<file path="src/rtl/dbus_interconnect.sv">
// Data-bus interconnect: decodes CPU read/write addresses onto N slaves, muxes read data back,
// stalls the CPU on slave wait states, times out dead reads and records the first bus error.
module dbus_interconnect #(
  parameter int              NSLV      = 3,
  parameter int              BASE_AW   = 8,
  parameter int              SLV_AW    = 14,
  parameter logic [NSLV*32-1:0] BASEADDRS = {NSLV{32'h0}},
  parameter int              TIMEOUT   = 16,
  parameter logic [31:0]     ERR_DATA  = 32'hDEAD_BEEF
) (
  input  logic                 clk,
  input  logic                 rstn,
  input  logic                 dmem_rd,
  input  logic [31:0]          dmem_raddr,
  output logic [31:0]          dmem_rdata,
  input  logic                 dmem_wr,
  input  logic [31:0]          dmem_waddr,
  input  logic [31:0]          dmem_wdata,
  input  logic [3:0]           dmem_wstrb,
  output logic                 stall,
  output logic [NSLV-1:0]      slv_rd,
  output logic [SLV_AW-1:0]    slv_raddr,
  input  logic [NSLV*32-1:0]   slv_rdata,
  input  logic [NSLV-1:0]      slv_rvalid,
  output logic [NSLV-1:0]      slv_wr,
  output logic [SLV_AW-1:0]    slv_waddr,
  output logic [31:0]          slv_wdata,
  output logic [3:0]           slv_wstrb,
  output logic                 bus_err,
  output logic                 err_valid,
  output logic [31:0]          err_addr,
  input  logic                 err_clr
);

  localparam int SW = (NSLV > 1) ? $clog2(NSLV) : 1;

  typedef enum logic [1:0] {S_IDLE, S_WAIT, S_ERR} state_t;

  state_t          state_q;
  logic [SW-1:0]   sel_q;
  logic [7:0]      cnt_q;
  logic [31:0]     raddr_q;
  logic            bus_err_q;
  logic            err_valid_q;
  logic [31:0]     err_addr_q;

  logic [NSLV-1:0] hit_r, hit_w;
  logic [SW-1:0]   rd_idx;
  logic            rvalid_sel;
  logic [31:0]     rdata_sel;
  logic            rd_accept, rd_err, wr_err, timeout;
  logic [31:0]     rd_err_addr;

  // Scanning from the top down leaves the lowest matching slave as the winner.
  function automatic logic [NSLV-1:0] decode(input logic [31:0] addr);
    logic [NSLV-1:0] oh;
    oh = '0;
    for (int i = NSLV - 1; i >= 0; i--) begin
      if (addr[31 -: BASE_AW] == BASEADDRS[i*32+31 -: BASE_AW]) begin
        oh    = '0;
        oh[i] = 1'b1;
      end
    end
    return oh;
  endfunction

  always_comb begin
    hit_r      = decode(dmem_raddr);
    hit_w      = decode(dmem_waddr);
    rd_idx     = '0;
    rvalid_sel = 1'b0;
    rdata_sel  = '0;
    for (int i = 0; i < NSLV; i++) begin
      if (hit_r[i]) rd_idx = SW'(i);
      if (sel_q == SW'(i)) begin
        rvalid_sel = slv_rvalid[i];
        rdata_sel  = slv_rdata[i*32 +: 32];
      end
    end
  end

  assign rd_accept   = (state_q == S_IDLE) & dmem_rd;
  assign timeout     = (state_q == S_WAIT) & ~rvalid_sel & (cnt_q == 8'(TIMEOUT - 2));
  assign rd_err      = (rd_accept & ~|hit_r) | timeout;
  assign wr_err      = dmem_wr & ~|hit_w;
  assign rd_err_addr = (state_q == S_IDLE) ? dmem_raddr : raddr_q;

  assign slv_rd    = rd_accept ? hit_r : '0;
  assign slv_raddr = dmem_raddr[SLV_AW-1:0];
  assign slv_wr    = dmem_wr ? hit_w : '0;
  assign slv_waddr = dmem_waddr[SLV_AW-1:0];
  assign slv_wdata = dmem_wdata;
  assign slv_wstrb = dmem_wstrb;

  assign stall     = (state_q == S_WAIT) & ~rvalid_sel;
  assign bus_err   = bus_err_q;
  assign err_valid = err_valid_q;
  assign err_addr  = err_addr_q;

  always_comb begin
    dmem_rdata = '0;
    if (state_q == S_ERR)                  dmem_rdata = ERR_DATA;
    else if (state_q == S_WAIT && rvalid_sel) dmem_rdata = rdata_sel;
  end

  always_ff @(posedge clk or negedge rstn) begin
    if (!rstn) begin
      state_q     <= S_IDLE;
      sel_q       <= '0;
      cnt_q       <= '0;
      raddr_q     <= '0;
      bus_err_q   <= 1'b0;
      err_valid_q <= 1'b0;
      err_addr_q  <= '0;
    end else begin
      case (state_q)
        S_IDLE: if (dmem_rd) begin
          if (|hit_r) begin
            sel_q   <= rd_idx;
            cnt_q   <= '0;
            raddr_q <= dmem_raddr;
            state_q <= S_WAIT;
          end else begin
            state_q <= S_ERR;
          end
        end
        S_WAIT: begin
          if (rvalid_sel)   state_q <= S_IDLE;
          else if (timeout) state_q <= S_ERR;
          else              cnt_q   <= cnt_q + 8'd1;
        end
        S_ERR:   state_q <= S_IDLE;
        default: state_q <= S_IDLE;
      endcase

      bus_err_q <= rd_err | wr_err;
      // A read error outranks a simultaneous write error for the captured address.
      if (err_clr) begin
        err_valid_q <= 1'b0;
        err_addr_q  <= '0;
      end else if (!err_valid_q && (rd_err || wr_err)) begin
        err_valid_q <= 1'b1;
        err_addr_q  <= rd_err ? rd_err_addr : dmem_waddr;
      end
    end
  end

endmodule

</file>
<file path="config.mk">
export PLATFORM = sky130hd
export DESIGN_NAME = dbus_interconnect
export DESIGN_NICKNAME = d
export VERILOG_FILES = /design/src/rtl/dbus_interconnect.sv
export SDC_FILE = /design/constraint.sdc
export NUM_CORES = 1
export LEC_CHECK = 0
export BUFFER_PORTS_ARGS = -buffer_cell sky130_fd_sc_hd__buf_2
export CAP_MARGIN = 20
export CORE_MARGIN = 10
export CORE_UTILIZATION = 37
export DETAILED_ROUTE_END_ITERATION = 10
export PLACE_DENSITY_LB_ADDON = 0.05
export REMOVE_ABC_BUFFERS = 1
export SYNTH_ARGS = -nofsm -noshare
export SYNTH_HDL_FRONTEND = slang
export SYNTH_SLANG_ARGS = --single-unit
</file>
<file path="constraint.sdc">
create_clock -name clk -period 2.05 [get_ports clk]
set_clock_uncertainty 0.1 [all_clocks]
set_input_delay 0.205 -clock clk [delete_from_list [all_inputs] [get_ports clk]]
set_output_delay 0.205 -clock clk [all_outputs]
set_load 0.03 [all_outputs]
</file>
# Word level (Yosys, flattened, before mapping)
# Index checks and enable logic that the tools add are counted.
[classes]
eq_ne = 10
n_mul = 0
n_reduce_logical = 17
addsub = 1
n_bitwise = 8
muxes = 30
n_shift = 0
n_div = 0
order_cmp = 0
[ops]
columns = ["operator", "n"]
rows = [
  ["two-way mux 32 bit", 9],
  ["two-way mux 8 bit", 4],
  ["zero test 8 bit", 2],
  ["one-hot mux 8 bit (2 select lines)", 1],
  ["two-way mux 2 bit", 5],
  ["adder 8 x 1 -> 8 bit, second input constant", 1],
  ["== test 8 x 4 -> 1 bit, second input constant", 1],
  ["two-way mux 1 bit", 8],
  ["two-way mux 3 bit", 2],
  ["inequality test 2 bit, second input constant", 3],
  ["OR reduction 3 bit", 2],
  ["bitwise AND 1 bit", 5],
  ["AND reduction 5 bit", 1],
  ["== test 2 x 1 -> 1 bit, second input constant", 2],
  ["== test 2 bit, second input constant", 2],
  ["zero test 2 bit", 2],
  ["one-hot mux 2 bit (2 select lines)", 1],
  ["nonzero test 2 bit", 2],
  ["zero test 1 bit", 3],
  ["inequality test 3 bit, second input constant", 1],
  ["AND reduction 3 bit", 1],
  ["logical AND 1 bit", 2],
  ["inequality test 2 x 1 -> 1 bit, second input constant", 1],
  ["bitwise OR 1 bit", 2],
  ["3 further kinds", 3],
]
[totals]
out_inout_bits = 137
rom_bits = 0
register_bits = 78
latch_bits = 0
mem_bits_rw = 0
mem_count = 0

# Longest topological paths before layout
[depth]
ltp_word = 12
mapped_depth = 8
depth_no_buf = 7

# Worst setup path after synthesis
# OpenSTA, ideal clock, no wires.
[synth_path]
path_type = "reg2reg"
startpoint = "register state_q[1]"
endpoint = "register err_addr_q[29] (netlist: err_addr[29])"
arrival_ns = 2.008
path_stages_with_launch = 7
period_less_slack_ns = 2.234
setup_slack_ns = -0.184
cell_sequence = "dfrtp_1 > nor3b_2 > nand3_1 > and2_1 > buf_6 > buf_6 > a221o_1"
[synth_via]
elab_chain_len = 7
word_cells_on_any_way = 14
cone_classes = "eq/ne: 1; mux: 4; bitwise: 5; reduce/logical: 4"
[synth_rtl]
columns = ["element", "line_no", "rtl"]
rows = [
  ["start, declared", "39", "state_t state_q;"],
  ["start signal, assigned", "108", "state_q <= S_IDLE;"],
  ["start signal, assigned", "122", "state_q <= S_WAIT;"],
  ["start signal, assigned", "124", "state_q <= S_ERR;"],
  ["== test 2 x 1 -> 1 bit *", "--", ""],
  ["bitwise AND 1 bit *", "--", ""],
  ["named net stall", "20", "output logic stall,"],
  ["bitwise AND 1 bit *", "83", "assign timeout = (state_q == S_WAIT) & ~rvalid_sel & (cnt_q == 8'(TIMEOUT - 2));"],
  ["bitwise OR 1 bit *", "84", "assign rd_err = (rd_accept & ~|hit_r) | timeout;"],
  ["two-way mux 32 bit or logical OR 1 bit (tied branches)", "143, 141", ""],
  ["two-way mux 32 bit or logical AND 1 bit (tied branches)", "141", "end else if (!err_valid_q && (rd_err || wr_err)) begin"],
  ["two-way mux 32 bit or nonzero test 2 bit (tied branches)", "--", ""],
  ["end signal, assigned", "143", "err_addr_q <= rd_err ? rd_err_addr : dmem_waddr;"],
  ["end, declared", "45", "logic [31:0] err_addr_q;"],
]
# The timed path passes the listed nets; every way through them passes the cells marked *. The select of a mux whose other input is x is not followed.
# A chain may end at the register's enable or synchronous reset.

# Worst setup path after layout
[layout_path]
startpoint = "register state_q[1]"
endpoint = "register err_addr_q[24] (netlist: err_addr[24])"
[layout_via]
elab_chain_len = 7
word_cells_on_any_way = 14
cone_classes = "eq/ne: 1; mux: 4; bitwise: 5; reduce/logical: 4"
[layout_rtl]
columns = ["element", "line_no"]
rows = [
  ["== test 2 x 1 -> 1 bit or zero test 2 bit (tied branches)", "83, 82, 86"],
  ["bitwise AND 1 bit, on equally long branches", "83, 82"],
  ["bitwise AND 1 bit, on equally long branches", "83, 84"],
  ["bitwise OR 1 bit", "84"],
  ["two-way mux 32 bit or logical OR 1 bit (tied branches)", "143, 141"],
  ["two-way mux 32 bit or logical AND 1 bit (tied branches)", "141"],
  ["two-way mux 32 bit or nonzero test 2 bit (tied branches)", "--"],
]
# Several ways; a longest one is shown, not always the timed one. The select of a mux whose other input is x is not followed.

==> metrics.csv <==
metric,value,unit
rsz0062_at_grt,no,
p_int,3.54,mW
tritoncts,done,
synth_edf_count,0,
min_period,1980,ps
first_iter_violations,295,
yosys_warnings,0,
synth_area_leaders,"dfrtp_1, mux2_2, buf_4, o221ai_1, a21o_1",
antenna_found_initial,0,
cp-start-kind,flop,
synth_ff_type,dfrtp_1,
synth_cells,473,
path_max_fanout,9,
drc,0,
vdd_drop_max,0.000414,V
clock-root-buffer,clkbuf_16,
wl_per_cell,24.3,um
maxCapViolCount,0,
fmax,0.505,GHz
worstSetupPathType,flop to flop,
finalSetupViolCount,0,
synth_cell_types,46,
tightest_slew,546,ps
use_met2,0.322,
cp-end-kind,flop,
clock_latency,330,ps
final_util,0.506,
first_pass_iters,4,
clock_sinks,76,
whs,15.1,ps
core-area,0.0122,sq mm
synth_top_cell_by_area,dfrtp_1,
power.leakage,3.33,nW
drive_gt1_frac,0.510,
clkTransAtPathRegs,60,ps
hold_viol,0,
max_stage_delay,450,ps
fin_nets,832,
worst_path_max_delay_cell,dfrtp_2,
grt_pass1_wl,27800,um
combPwrFrac,0.325,
synth.avg_cell_area,9.87,sq um
async_reset_ff_frac,1.00,
final_cell_mix,"buf_2, dfrtp_1, mux2_2",
grtUsageTotal,0.210,
busiest_layer,met2,
drt-total-wl,19400,um
seqPwrFrac,0.320,
yosysTopAreaCellShare,0.407,
io_buffers,198,
swShare,0.332,
grtUsageMet1,0.223,
crit_family,compound AO/OA/AOI/OAI gates,
pwr-share-clk,0.356,
initial_core_util,0.384,
fp.dieW,132,um
grtUsageMet3,0.161,
status,"complete, no violations",
grt_overflow,0,
postRouteAntennaNets,0,
vias_per_cell,5.14,
ctsLongestPathBuffers,2,
syn-cell-area,0.00467,sq mm
layout_commonest_cell,buf_2,
maxSlewHeadroom,0.635,
worst_ep_arrival_time,2100,ps
slew_viol_final,0,
hpwlAfterDp,15000,um
die-area,0.0175,sq mm
required,2170,ps
synth_seq_area_share,0.407,
p_sw,1.76,mW
cts_inserted_buffers,9,
gp_congestion,0.843,
diodes,0,
num_vias,4106,
grt_max_degree,73,
cts_max_level,3,
hold_path.class,input port to flop,
rows,40,
grt_pass1_vias,4233,
die_h,132,um
cp_cell_sequence,or3b_4 -> a21o_4 -> a41o_4 -> a221o_1,
ios,341,
worst-path-buf-inv,0,
synthToLayoutAreaGrowth,31.8,%
powerDensity,860,mW/mm^2
yosys_register_bits,76,
period_share,0.967,
metrics by stage:
stage                     TNS, ps  total power, mW  setup WS, ps  instance area (sq um)  instances
after floorplan           -106070             2.64         -1800                   4020        375
after global placement      -1090             3.37         -83.5                   5530        771
after detailed placement     -684             3.39         -58.1                   5530        771
after CTS                       0             5.30          23.3                   5920        789
after global routing            0             5.54          2.06                   6150        799
final                           0             5.29          68.2                   6150        799
sequential cells by signal, indices dropped and copies added, names as in the netlist:
register,cells
err_addr,32
raddr_q,32
cnt_q,8
state_q,2
bus_err,1
err_valid,1
worst reg2reg max path, delay by kind of cell, from the launching register on:
kind	cells	cell delay, ps
AO/OA/AOI/OAI	3	900
AND/OR/NAND/NOR	1	420
flip-flops	1	450
synth_stat cells (2+ instances only):
| library cell | number |
|---|---|
| dfrtp_1 | 76 |
| buf_4 | 68 |
| mux2_2 | 46 |
| nand2_1 | 37 |
| inv_1 | 36 |
| nand4_1 | 26 |
| a21o_1 | 25 |
| o221ai_1 | 24 |
| clkbuf_1 | 21 |
| and2_1 | 17 |
| buf_2 | 10 |
| and3_1 | 9 |
| a221o_1 | 8 |
| a221oi_1 | 8 |
| o21ai_0 | 8 |
| nor2_1 | 7 |
| nand3_1 | 4 |
| a211o_1 | 3 |
| a211oi_1 | 3 |
| nor3_1 | 3 |
| o22ai_1 | 3 |
| buf_6 | 2 |
| ha_1 | 2 |
| mux2_1 | 2 |
| nor3b_1 | 2 |
| nor4_1 | 2 |
| o2bb2ai_1 | 2 |
power by group through the flow:
stage	Clock, mW	Sequential [mW]	Combinational, mW
global route	1.98	1.71	1.85
finish	1.88	1.69	1.72
CTS	1.92	1.69	1.69
detailed placement	0	1.72	1.67
floorplan	0	1.86	0.778
global placement	0	1.71	1.66
cell families after synthesis:
group / synth area share
AO/OA/AOI/OAI: 0.161
XOR/XNOR: 0.00188
adder cells (fa/ha/maj): 0.00536
buffers and inverters: 0.171
flip-flops: 0.407
multiplexers: 0.118
other: 0.000803
AND/OR/NAND/NOR: 0.135
path summary, 6_finish.rpt:
kind	slack (ps)	cells after the start	end	startpoint
setup / recovery	70	4	err_addr[24]	state_q[1]
hold / removal	20	2	raddr_q[23]	dmem_raddr[23]
setup reg to reg	70	4	err_addr[24]	state_q[1]
hold reg to reg	390	1	raddr_q[28]	raddr_q[28]
max in group asynchronous	1130	3	raddr_q[29]	rstn
min in group asynchronous	120	2	err_addr[24]	rstn
area by class of cell:
| type | instances | area [sq um] |
|---|---|---|
| clock inverters | 4 | 95.1 |
| multi-input cells | 263 | 2110 |
| repair buffers | 240 | 1440 |
| inverters | 36 | 135 |
| clock buffers | 12 | 256 |
| well taps | 168 | 210 |
| flip-flops and latches | 76 | 1900 |
| fillers | 1140 | 6010 |
metal layers:
layer  routed length [um]  vias to the layer above
li1                     -                     1935
met1                 7250                     1951
met2                 8920                      205
met3                 2960                       13
met4                  196                        2
met5                  103                        -
repair_timing:
| action | CTS | global route |
|---|---|---|
| hold buffers | 2 | 0 |
| endpoints found under the setup margin | 63 | 46 |
| setup buffers | 0 | 8 |
| gates resized for setup | 6 | 21 |
| pin swaps | 0 | 2 |
| hold endpoints to repair | 77 | 0 |
| cloned | 0 | 2 |
(Power assumes the default switching activity.)
